File: src/rtl/display_source_arbiter.sv
// rtl/display_source_arbiter.sv - frame-tick generator and blank-inserting owner arbiter for the 8x24 LED matrix.
// Optional: define DISPLAY_FRAME_LATCH_EN to latch the owner's frame only on tick cycles.
module display_source_arbiter #(
    parameter int TICK_DIV     = 8000000,
    parameter int BLANK_FRAMES = 2
) (
    input  logic                    clk,
    input  logic                    reset,
    input  logic [3:0]              req,
    input  logic [3:0][7:0][23:0]   src_frame,
    output logic                    tick,
    output logic [3:0]              grant,
    output logic                    switching,
    output logic [7:0][23:0]        out
);

    localparam int CNT_W = $clog2(TICK_DIV + 1);
    localparam int BLK_W = (BLANK_FRAMES > 0) ? $clog2(BLANK_FRAMES + 1) : 1;
    localparam logic [CNT_W-1:0] CNT_MAX  = CNT_W'(TICK_DIV - 1);
    localparam logic [BLK_W-1:0] BLK_INIT = BLK_W'(BLANK_FRAMES);
    localparam bit HAS_BLANK = (BLANK_FRAMES > 0);

    typedef enum logic [1:0] {
        ST_IDLE  = 2'd0,
        ST_OWN   = 2'd1,
        ST_BLANK = 2'd2
    } state_e;

    state_e                 state_q, state_d;
    logic [1:0]             holder_q, holder_d;
    logic [BLK_W-1:0]       blank_q, blank_d;
    logic [CNT_W-1:0]       cnt_q, cnt_d;
    logic                   tick_q, tick_d;
    logic [3:0]             grant_q, grant_d;
    logic                   switching_q, switching_d;
    logic [7:0][23:0]       out_q, out_d;

    logic                   any_req;
    logic [1:0]             winner;
    logic                   higher_req;

    // Frame tick: registered, so it is high the cycle after the counter sat at its maximum.
    always_comb begin
        cnt_d  = cnt_q + CNT_W'(1);
        tick_d = 1'b0;
        if (cnt_q == CNT_MAX) begin
            cnt_d  = '0;
            tick_d = 1'b1;
        end
    end

    always_comb begin
        any_req = |req;
        casez (req)
            4'b1???: winner = 2'd3;
            4'b01??: winner = 2'd2;
            4'b001?: winner = 2'd1;
            default: winner = 2'd0;
        endcase
    end

    always_comb begin
        higher_req = 1'b0;
        for (int i = 0; i < 4; i++) begin
            if ((i > int'(holder_q)) && req[i]) begin
                higher_req = 1'b1;
            end
        end
    end

    always_ff @(posedge clk) begin
        if (reset) begin
            state_q     <= ST_IDLE;
            holder_q    <= '0;
            blank_q     <= '0;
            cnt_q       <= '0;
            tick_q      <= 1'b0;
            grant_q     <= '0;
            switching_q <= 1'b0;
            out_q       <= '0;
        end else begin
            state_q     <= state_d;
            holder_q    <= holder_d;
            blank_q     <= blank_d;
            cnt_q       <= cnt_d;
            tick_q      <= tick_d;
            grant_q     <= grant_d;
            switching_q <= switching_d;
            out_q       <= out_d;
        end
    end

    // Ownership only moves on tick cycles; a losing or outranked owner triggers a blanked switch.
    always_comb begin
        state_d  = state_q;
        holder_d = holder_q;
        blank_d  = blank_q;
        if (tick_q) begin
            case (state_q)
                ST_IDLE: begin
                    if (any_req) begin
                        holder_d = winner;
                        if (HAS_BLANK) begin
                            state_d = ST_BLANK;
                            blank_d = BLK_INIT;
                        end else begin
                            state_d = ST_OWN;
                        end
                    end
                end
                ST_OWN: begin
                    if (!req[holder_q] || higher_req) begin
                        if (any_req) begin
                            holder_d = winner;
                            if (HAS_BLANK) begin
                                state_d = ST_BLANK;
                                blank_d = BLK_INIT;
                            end else begin
                                state_d = ST_OWN;
                            end
                        end else begin
                            state_d = ST_IDLE;
                        end
                    end
                end
                ST_BLANK: begin
                    blank_d = blank_q - BLK_W'(1);
                    if (blank_q == BLK_W'(1)) begin
                        if (any_req) begin
                            holder_d = winner;
                            state_d  = ST_OWN;
                        end else begin
                            state_d  = ST_IDLE;
                        end
                    end
                end
                default: begin
                    state_d = ST_IDLE;
                end
            endcase
        end
    end

    // Outputs are derived from the next state so they move on the same edge as ownership.
    always_comb begin
        grant_d     = '0;
        switching_d = (state_d == ST_BLANK);
        out_d       = '0;
        if (state_d == ST_OWN) begin
            grant_d = 4'b0001 << holder_d;
`ifdef DISPLAY_FRAME_LATCH_EN
            out_d   = tick_q ? src_frame[holder_d] : out_q;
`else
            out_d   = src_frame[holder_d];
`endif
        end
    end

    assign tick      = tick_q;
    assign grant     = grant_q;
    assign switching = switching_q;
    assign out       = out_q;

endmodule

File: config.mk
export PLATFORM = sky130hd
export DESIGN_NAME = display_source_arbiter
export DESIGN_NICKNAME = d
export VERILOG_FILES = /design/src/rtl/display_source_arbiter.sv
export SDC_FILE = /design/constraint.sdc
export NUM_CORES = 1
export LEC_CHECK = 0
export ABC_AREA = 1
export BUFFER_PORTS_ARGS = -buffer_cell sky130_fd_sc_hd__buf_2
export CAP_MARGIN = 20
export CORE_AREA = 2 2 378 380
export CTS_CLUSTER_DIAMETER = 30
export DETAILED_ROUTE_END_ITERATION = 10
export DIE_AREA = 0 0 380 382
export PLACE_DENSITY = 0.36
export RECOVER_POWER = 50
export SYNTH_ARGS = -nofsm -noshare
export SYNTH_HDL_FRONTEND = slang
export SYNTH_SLANG_ARGS = --single-unit
File: constraint.sdc
create_clock -name clk -period 2 [get_ports clk]
set_input_delay 0.2 -clock clk [delete_from_list [all_inputs] [get_ports clk]]
set_output_delay 0.2 -clock clk [all_outputs]
set_load 0.02 [all_outputs]
==> metrics.md <==
| Metric | Value |
|---|---|
| Status | finished with violations |
| Violated checks | negative setup slack |
| Final Hold Viols | 0 |
| Max-slew violation count | 0 |
| Family with the most delay on the worst path | buffers and inverters |
| Worst-path cell chain | inv_4 -> nand2_1 -> nand2_1 -> nand2_1 -> nand2_2 -> nand3_2 -> nand3_4 -> buf_4 -> o21ai_4 -> buf_12 -> inv_8 -> buf_12 -> buf_4 -> nand3_1 -> nand2_1 |
| Maximum clock rate | about 480 MHz |
| First-pass GRT wire length | 166.2 mm |
| Core Area | between 100,000 and 150,000 sq um |
| Max_cap viols | 0 |
| Unrepaired setup endpoints after global routing | true |
| Critical Path End Type | register |
| Later-pin clock latency in the skew report | roughly 680 ps |
| Crit path depth | 15 |
| Die area | 145,200 sq um |
| Final period util | 1.045 |
| Initial DRC count | 1,346 |
| Final setup violation count | approximately 150 |
| Max-Slew Margin vs Limit | 0.7972 |
| Largest net degree at the start of global routing | 47 |
| Share of cells above drive strength 1 | 0.3613 |
| Worst-path fanout max | 18 |
| WP buf/inv | 6 |
| Required time worst endpoint | 2560 ps |
| Die Y | 382 um |
| Area grow syn2layout | 151.4% |
| Initial antenna violation count | 38 |
| Post-synth EDFFs | 0 |
| Port Buffers | 971 |
| Worst Path Arrival | 2650 ps |
| Root Driver | clkbuf_16 |
| Vias per cell | 3.874 |
| Startpoint types | register |
| Measured slew at the worst slew-check pin | between 300 and 400 ps |
| Hold WC Path Type | input pin to register |
| Sequential area share after synthesis | 0.3235 |
| Total gr overflow | 0 |
| Placer Congestion | 0.9096 |
| TritonCTS buffer count | 94 |
| Top Ports | roughly 970 |
| Critical path's slowest cell | dfxtp_4 |
| CTS tree | built |
| Cell Rows | 138 |
| CP max stage delay | about 370 ps |
| Yosys top cell area share | 0.3235 |
| Vias in the first global route | 24.85k |
| Synthesized cell area | about 14,000 sq um |
| Primary FF master, synth | dfxtp_1 |
| Post-synth ARST share | 0 |
| Most common cell after layout, fill and taps aside | buf_2 |
| Synth warn | 0 |
| Post-Syn Nets | between 3k and 4k |
| Worst Slack Setup Final | -89.36 ps |
| Finished Layout Cells | 6,258 |
| Final WL | 123.1 mm |
| Detailed placement HPWL | just under 90 mm |
| Initial core utilization | 0.09971 |
| Pwr Density | about 600 nW/um^2 |
| Post-synthesis cell type with the largest combined area | dfxtp_1 |
| Placed cells | 5,251 |
| Overall Global Routing Usage | 0.1560 |
| NumNets Final | 5,052 |
| Post-synthesis cell count | 2,382 |
| Yosys reg bits | roughly 230 |
| DRC errors left | 0 |
| Top cells by area, synth | dfxtp_1, nand3_1, nand2_1, buf_2, nor2_1 |
| Die width | 380 um |
| Cell mode on critical path | nand2_1 |
| Vias | 24.25k |
| Drt pass-1 iters | 8 |
| Clock sinks | 227 |
| Worst vdd rail ir drop | 0.5408 mV |
| Avg Cell Area, Syn | 5.898 sq um |
| Post-synthesis cell type count | 26 |
| Worst Hold Depth | 5 |
| Routed wire per std cell | about 20 um |
| H-tree lvl count | 3 |
| Cells on worst reg2reg path | 15 |
| Detail Route Antenna Nets | 0 |
| Min Clock Period, post-route | 2089 ps |
| Deepest clock path buffer count | 3 |
| Clk slew on worst S/H paths | 40 ps |
| Worst slack, placed | -287.7 ps |
| Crit Path Class | register to register |
| Lkg Pwr | 17.92 nW |
| Worst Skew | approximately 40 ps |
| Most frequent cells in the layout | buf_2, nand2_1, nand3_1 |
where the power goes:
group | total, mW | switching [mW] | internal (mW)
clock network | 13.9 | 4.24 | 9.69
logic | 2.77 | 1.02 | 1.75
registers | 4.55 | 0.00286 | 4.55
routing by layer:
metal | up-vias | part of all wire | track usage | wire (um)
met5 | - | 0.00091 | 0 | 112
met2 | 1085 | 0.49 | 0.2675 | 59980
met1 | 11220 | 0.41 | 0.1852 | 50500
met3 | 252 | 0.068 | 0.04141 | 8391
li1 | 11680 | - | - | -
met4 | 18 | 0.034 | 0.05923 | 4150
through the flow:
stage / setup TNS, ps / instance area, sq um / util / hold slack, ps / power [mW]
final: -5027 / 35320 / 0.2507 / 11.59 / 21.24
after global routing: -29070 / 35310 / 0.2506 / 3.558 / 22.07
after CTS: -11970 / 34240 / 0.2430 / 10.01 / 21.61
after detailed placement: -25290 / 22600 / 0.1604 / 466.0 / 6.131
after global placement: -29660 / 22600 / 0.1604 / 458.6 / 6.133
after floorplan: 0 / 14050 / - / 272.4 / 5.032
cells by family (layout without fill, tap and decap cells):
group           Yosys count  in the layout  share of synthesized area
other cells               0             14                          0
fa+ha+maj                 2              2                   0.001781
xor+xnor                  8              8                   0.004987
compound gates           20             20                   0.007392
buf+inv                 246           2217                    0.08354
simple gates           1879           1880                     0.5788
flops                   227            227                     0.3235
layout make-up:
cell class,count,area [sq um]
timing repair buffer,2009,16250
inverter,34,137.6
fill,15640,105600
clock buffer,141,2809
multi-input combinational,1910,8885
antenna,14,35.03
clock inverter,33,289.0
sequential,227,4556
tap,1890,2365
registers in the layout (all words and copies together), names as in the netlist:
signal / cells
out: 192
cnt_q: 23
grant: 4
blank_q: 2
holder_q: 2
state_q: 2
switching: 1
tick: 1
cell usage after synthesis (all sizes together), types with 4 or more instances:
library cell and instances:
nand2 1023, nand3 783, dfxtp 227, buf 189
nor2 46, inv 34, clkbuf 23, a21oi 13
nor3 11, o21ai 7, nand4 6, nor3b 4
or2 4, xnor2 4, xor2 4
timing repair:
item                                    in CTS  in global routing
gates cloned                                17                 18
resized for setup                           92                157
endpoints found under the hold margin      200                  0
pin swaps                                    5                 21
endpoints found under the setup margin     194                217
setup buffers                               17                 19
hold buffers                               751                  0
worst paths after layout:
path	end	slack [ps]	start
worst max register to register	out[104]	-90	holder_q[0]
worst max-delay path	out[104]	-90	holder_q[0]
worst min register to register	cnt_q[3]	490	cnt_q[3]
worst min-delay path	out[95]	10	src_frame[287]
worst register-to-register path, cell delays in order, from the launching register on:
cell     delay (ps)
dfxtp_4         370
inv_4            50
nand2_1          50
nand2_1          50
nand2_1          70
nand2_2          70
nand3_2         110
nand3_4         110
buf_4           160
o21ai_4         190
buf_12          150
inv_8            60
buf_12          160
buf_4           200
nand3_1         110
nand2_1          80
(Power assumes the default switching activity.)
